## src/rtl/adc0809_seq_pkg.sv

```systemverilog
// Shared types, widths and default timing for the ADC0809 conversion sequencer.
package adc0809_seq_pkg;

   localparam int ADC_CH_W = 3;
   localparam int ADC_D_W  = 8;

   localparam int DEF_CLK_DIV      = 50;
   localparam int DEF_PULSE_W      = 4;
   localparam int DEF_EOC_LOW_MAX  = 1023;
   localparam int DEF_EOC_HIGH_MAX = 65535;

   typedef enum logic [2:0] {
      IDLE, SETUP, STROBE, WAIT_LO, WAIT_HI, READ, NEXT, ABORT
   } state_t;

   // Bits needed to hold 0..max, never less than one.
   function automatic int cnt_width(input int max);
      return (max < 2) ? 1 : $clog2(max + 1);
   endfunction

endpackage

```

## src/rtl/adc0809_seq_clkdiv.sv

```systemverilog
// Free-running converter clock divider: adc_clk toggles every CLK_DIV system clocks.
module adc_clkdiv
   import adc0809_seq_pkg::*;
#(
   parameter int CLK_DIV = DEF_CLK_DIV
) (
   input  logic clk,
   input  logic rst,
   output logic adc_clk
);

   localparam int CW = cnt_width(CLK_DIV - 1);

   logic [CW-1:0] cnt;

   always_ff @(posedge clk) begin
      if (rst) begin
         cnt     <= '0;
         adc_clk <= 1'b0;
      end else if (cnt == CW'(CLK_DIV - 1)) begin
         cnt     <= '0;
         adc_clk <= ~adc_clk;
      end else begin
         cnt <= cnt + CW'(1);
      end
   end

endmodule

```

## src/rtl/adc0809_seq.sv

```systemverilog
// ADC0809 sequencer: address/ALE/START strobing, EOC handshake with timeouts,
// OE read-out and result capture for single conversions and channel scans.
module adc0809_seq
   import adc0809_seq_pkg::*;
#(
   parameter int CLK_DIV      = DEF_CLK_DIV,
   parameter int PULSE_W      = DEF_PULSE_W,
   parameter int EOC_LOW_MAX  = DEF_EOC_LOW_MAX,
   parameter int EOC_HIGH_MAX = DEF_EOC_HIGH_MAX
) (
   input  logic                clk,
   input  logic                rst,
   input  logic                go,
   input  logic [ADC_CH_W-1:0] chan,
   input  logic                scan_en,
   input  logic [ADC_CH_W-1:0] scan_last,
   input  logic                eoc,
   input  logic [ADC_D_W-1:0]  adc_d,
   output logic                adc_clk,
   output logic [ADC_CH_W-1:0] addr,
   output logic                ale,
   output logic                start,
   output logic                oe,
   output logic [ADC_D_W-1:0]  data,
   output logic [ADC_CH_W-1:0] data_chan,
   output logic                valid,
   output logic                busy,
   output logic                irq,
   output logic                timeout
);

   localparam int WAIT_MAX = (EOC_HIGH_MAX > EOC_LOW_MAX) ? EOC_HIGH_MAX : EOC_LOW_MAX;
   localparam int CNT_MAX  = (WAIT_MAX > PULSE_W) ? WAIT_MAX : PULSE_W;
   localparam int CW       = cnt_width(CNT_MAX);

   state_t              state, state_d;
   logic [CW-1:0]       cnt;
   logic [ADC_CH_W-1:0] cur, last_q;
   logic                scan_q;
   logic                eoc_m, eoc_s;
   logic                more, to_hit, cap;

   adc_clkdiv #(.CLK_DIV(CLK_DIV)) u_clkdiv (
      .clk     (clk),
      .rst     (rst),
      .adc_clk (adc_clk)
   );

   // Idle level of EOC is high, so the synchronizer resets to 1.
   always_ff @(posedge clk) begin
      if (rst) begin
         eoc_m <= 1'b1;
         eoc_s <= 1'b1;
      end else begin
         eoc_m <= eoc;
         eoc_s <= eoc_m;
      end
   end

   assign more = scan_q && (cur != last_q);

   always_comb begin
      state_d = state;
      to_hit  = 1'b0;
      case (state)
         IDLE:    if (go) state_d = SETUP;
         SETUP:   state_d = STROBE;
         STROBE:  if (cnt == CW'(PULSE_W - 1)) state_d = WAIT_LO;
         WAIT_LO: begin
            if (!eoc_s) state_d = WAIT_HI;
            else if (cnt == CW'(EOC_LOW_MAX - 1)) begin
               to_hit  = 1'b1;
               state_d = ABORT;
            end
         end
         WAIT_HI: begin
            if (eoc_s) state_d = READ;
            else if (cnt == CW'(EOC_HIGH_MAX - 1)) begin
               to_hit  = 1'b1;
               state_d = ABORT;
            end
         end
         // READ holds one extra cycle past the OE pulse so valid lands before NEXT.
         READ:    if (cnt == CW'(PULSE_W)) state_d = NEXT;
         NEXT:    state_d = more ? SETUP : IDLE;
         ABORT:   state_d = IDLE;
         default: state_d = IDLE;
      endcase
   end

   assign ale   = (state == STROBE);
   assign start = (state == STROBE);
   assign oe    = (state == READ) && (cnt < CW'(PULSE_W));
   assign cap   = (state == READ) && (cnt == CW'(PULSE_W - 1));
   assign busy  = (state != IDLE);
   assign irq   = ((state == NEXT) && !more) || (state == ABORT);
   assign addr  = cur;

   always_ff @(posedge clk) begin
      if (rst) begin
         state     <= IDLE;
         cnt       <= '0;
         cur       <= '0;
         last_q    <= '0;
         scan_q    <= 1'b0;
         data      <= '0;
         data_chan <= '0;
         valid     <= 1'b0;
         timeout   <= 1'b0;
      end else begin
         state <= state_d;
         cnt   <= ((state_d != state) || (state == IDLE)) ? '0 : cnt + CW'(1);
         valid <= cap;
         if (cap) begin
            data      <= adc_d;
            data_chan <= cur;
         end
         if (to_hit) timeout <= 1'b1;
         if ((state == IDLE) && go) begin
            cur     <= chan;
            scan_q  <= scan_en;
            last_q  <= scan_last;
            timeout <= 1'b0;
         end
         if ((state == NEXT) && more) cur <= cur + ADC_CH_W'(1);
      end
   end

endmodule

```

## config.mk

```make
export PLATFORM = sky130hd
export DESIGN_NAME = adc0809_seq
export DESIGN_NICKNAME = d
export VERILOG_FILES = /design/src/rtl/adc0809_seq_pkg.sv /design/src/rtl/adc0809_seq_clkdiv.sv /design/src/rtl/adc0809_seq.sv
export SDC_FILE = /design/constraint.sdc
export NUM_CORES = 1
export LEC_CHECK = 0
export CAP_MARGIN = 20
export CORE_MARGIN = 2
export CORE_UTILIZATION = 56
export CTS_CLUSTER_SIZE = 10
export DETAILED_ROUTE_END_ITERATION = 8
export DONT_BUFFER_PORTS = 1
export GPL_TIMING_DRIVEN = 0
export PLACE_DENSITY_LB_ADDON = 0.2
export SYNTH_ARGS = -nofsm -noshare
export SYNTH_HDL_FRONTEND = slang
export SYNTH_SLANG_ARGS = --single-unit
```

## constraint.sdc

```tcl
create_clock -name clk -period 2.3 [get_ports clk]
set_input_delay 0.345 -clock clk [delete_from_list [all_inputs] [get_ports clk]]
set_output_delay 0.345 -clock clk [all_outputs]
set_load 0.005 [all_outputs]
```

==> run summary <==
critical-path cell list - inv_2 -> ha_1 -> or4bb_1 -> or4_4 -> o2bb2ai_2 -> a2111o_1 -> buf_6 -> clkbuf_16 -> a211oi_2
clock buffer depth - 2
number of cells on the critical path - 9
Antenna Nets Post-Route - 0
initial antenna violation count - 0
power per cell area - 620 nW/µm²
Max-cap violations - 0
Reg2Reg Depth - 9
Starting Density - 58.1%
dominant synthesized flop cell - dfxtp_1
Ant. Diodes - 0
max-slew violations - 0
CP Launch Type - flip-flop
grt met1 use - 29.8%
Clock Latency Late Sink - 0.30 ns
Setup CP Type - flip-flop to flip-flop
DRC viols - 0
Slowest Stage Delay on Critical Path - 0.47 ns
dpl ws - -0.229 ns
H-tree levels - 2
Peak VDD IR - 0.432 mV
WL per Instance - 15.5 µm
crit path DAT - 2.69 ns
Hold Crit Depth - 1
yosys warns - 0
vias in the first global route - 1583
crit end category - flip-flop
Die X - 68.2 µm
fraction of registers with async set/reset - 0%
Crit-path slowest cell - or4bb_1
sequential area share after synthesis - 41.6%
initial DRC count - 188
synth unique cells - 48
vias per cell - 5.79
Rel. slew slack - 56.3%
#FFs+latches synth - 48
Tmin final - 2.46 ns
CTS tree - built
gpl congestion - 0.834
RSZ-0062 raised after global routing - true
total number of vias - 1813
failing checks - negative setup slack
FMAX - 406 MHz
worst slew pin tran - 0.650 ns
Post-synth EDFFs - 0
Crit path max-delay family - simple AND/OR/NAND/NOR gates
outcome - finished, violations left
Non-Filler Instances - 313
first-pass GRT wire length - 7420 µm
syn_nets - 275
core area - 3970 µm²
Port-buffer cells - 0
root buf cell - clkbuf_8
clk sinks - 48
Static Leak - 0.00105 µW
synthesized area per cell - 9.23 µm²
die height - 68.2 µm
GR Layer Usage met2 - 31.6%
Final Skew - 0.00567 ns
Fin. Hold Viols - 0
CP bufs+invs - 3
Worst Hold Class - input pin to flip-flop
grt peak-use layer - met2
CTS buffer count - 5
CP Data Required Time - 2.53 ns
All-Layer GR Usage - 21.6%
Post-Syn Instances - 250
grt ovf - 0
clk slew on worst S/H paths - 0.09 ns
Layout fillers - 348
placed cells - 300
WL final - 4860 µm
share of cells above drive strength 1 - 18.6%
Cell Area, Synth - 2310 µm²
CP max FO - 9
M3 GR Usage - 6.58%
P&R area growth vs syn - 11.5%
total power - 1600 µW
DRT Pass-1 Iters - 4
setup ws final - -0.161 ns
pin count of the biggest net entering global routing - 16
Final Cycle Share - 107%
IO Pins - 41
Setup Viol. Count Final - 17
DPL Wire Length - 3170 µm
post-layout net count - 287
placement row count - 23
full die area - 4650 µm²
final core occ - 64.8%
[final timing paths]
path                from     end  slack [ns]
setup / recovery  cnt[0]  cnt[6]       -0.16
hold / removal       eoc   eoc_m        0.16
setup reg to reg  cnt[0]  cnt[6]       -0.16
hold reg to reg    eoc_m   eoc_s        0.45
[cell type report]
class / count / area [µm²] / share of cell area, %
Timing Repair Buffer: 5 / 55.1 / 2.14
Sequential cell: 48 / 973 / 37.8
Buffer: 14 / 100 / 3.89
Inverter: 10 / 37.5 / 1.46
Clock inverter: 3 / 18.8 / 0.729
Multi-Input combinational cell: 178 / 1260 / 48.9
Clock buffer: 5 / 68.8 / 2.67
Tap cell: 50 / 62.6 / 2.43
[cells by family (layout without fill, tap and decap cells)]
logic type / Yosys count / in the layout / synth area share, %
AOI/OAI and AO/OA: 38 / 38 / 13.5
xor gates and xnor gates: 22 / 22 / 8.35
adders and majority gates: 6 / 6 / 3.25
buffers and inverters: 24 / 37 / 5.31
DFF: 48 / 48 / 41.6
muxes: 13 / 13 / 5.69
and+or+nand+nor: 99 / 99 / 22.3
[registers in the layout, indices dropped and copies added (netlist names), 3 cells and up]
name,count
last_q,3
data_chan,3
cnt,16
addr,3
u_clkdiv.cnt,6
state,3
data,8
[synthesized netlist by cell type (all sizes together) (2+ instances only)]
master	count	area [µm²]
buf	6	55.0
or3	3	18.8
nand2	14	52.6
inv	10	37.5
nand3	14	70.1
nor2	32	120
a21oi	9	45.0
nor3	2	10.0
nand4	6	37.5
and2	4	25.0
xor2	14	123
xnor2	8	70.1
nor4	2	12.5
mux2i	12	120
ha	6	75.1
dfxtp	48	961
or2	4	25.0
clkbuf	8	30.0
or4	3	30.0
a211oi	17	168
and3	7	43.8
[report_power, final]
part           internal [µW]  total [µW]  switching, µW
clock network            212         504            291
logic                   89.6         222            132
registers                851         869           17.9
[through the flow]
stage | setup TNS, ns | hold WS [ns] | cell area [µm²]
floorplan | -0.0220 | 0.389 | 2320
global placement | -2.68 | 0.395 | 2390
detailed placement | -3.51 | 0.441 | 2390
CTS | -1.56 | 0.153 | 2530
global route | -4.56 | 0.140 | 2570
finish | -1.98 | 0.158 | 2570
[layout by cell type (no fill, tap or decap), types with 5 or more instances in the layout]
cell / Yosys / routed
mux2i_1: 12 / 12
inv_1: 10 / 9
nand2_1: 14 / 14
clkbuf_1: 8 / 7
and3_1: 7 / 7
nand3_1: 14 / 13
dfxtp_1: 48 / 42
nor2_1: 32 / 32
buf_4: 2 / 5
ha_1: 6 / 6
nand4_1: 6 / 6
a211oi_1: 9 / 7
a211oi_2: 8 / 10
xor2_1: 14 / 14
xnor2_1: 8 / 8
a21oi_1: 9 / 9
clkbuf_8: 0 / 5
[routing by layer]
layer  vias to the layer above  share of wire, %  wire length [µm]
li1                        899                 -                 -
met3                         8               6.5               316
met2                        65                46              2240
met4                         0               1.3                64
met5                         -                 0                 0
met1                       841                46              2240
[timing repair]
item	in CTS	in global routing
gates resized for setup	11	2
pin swaps	1	0
hold buffers	0	0
gates cloned	0	1
buffers inserted	3	1
setup endpoints to repair	26	28
Note: power is estimated with default switching activity, not from simulation.
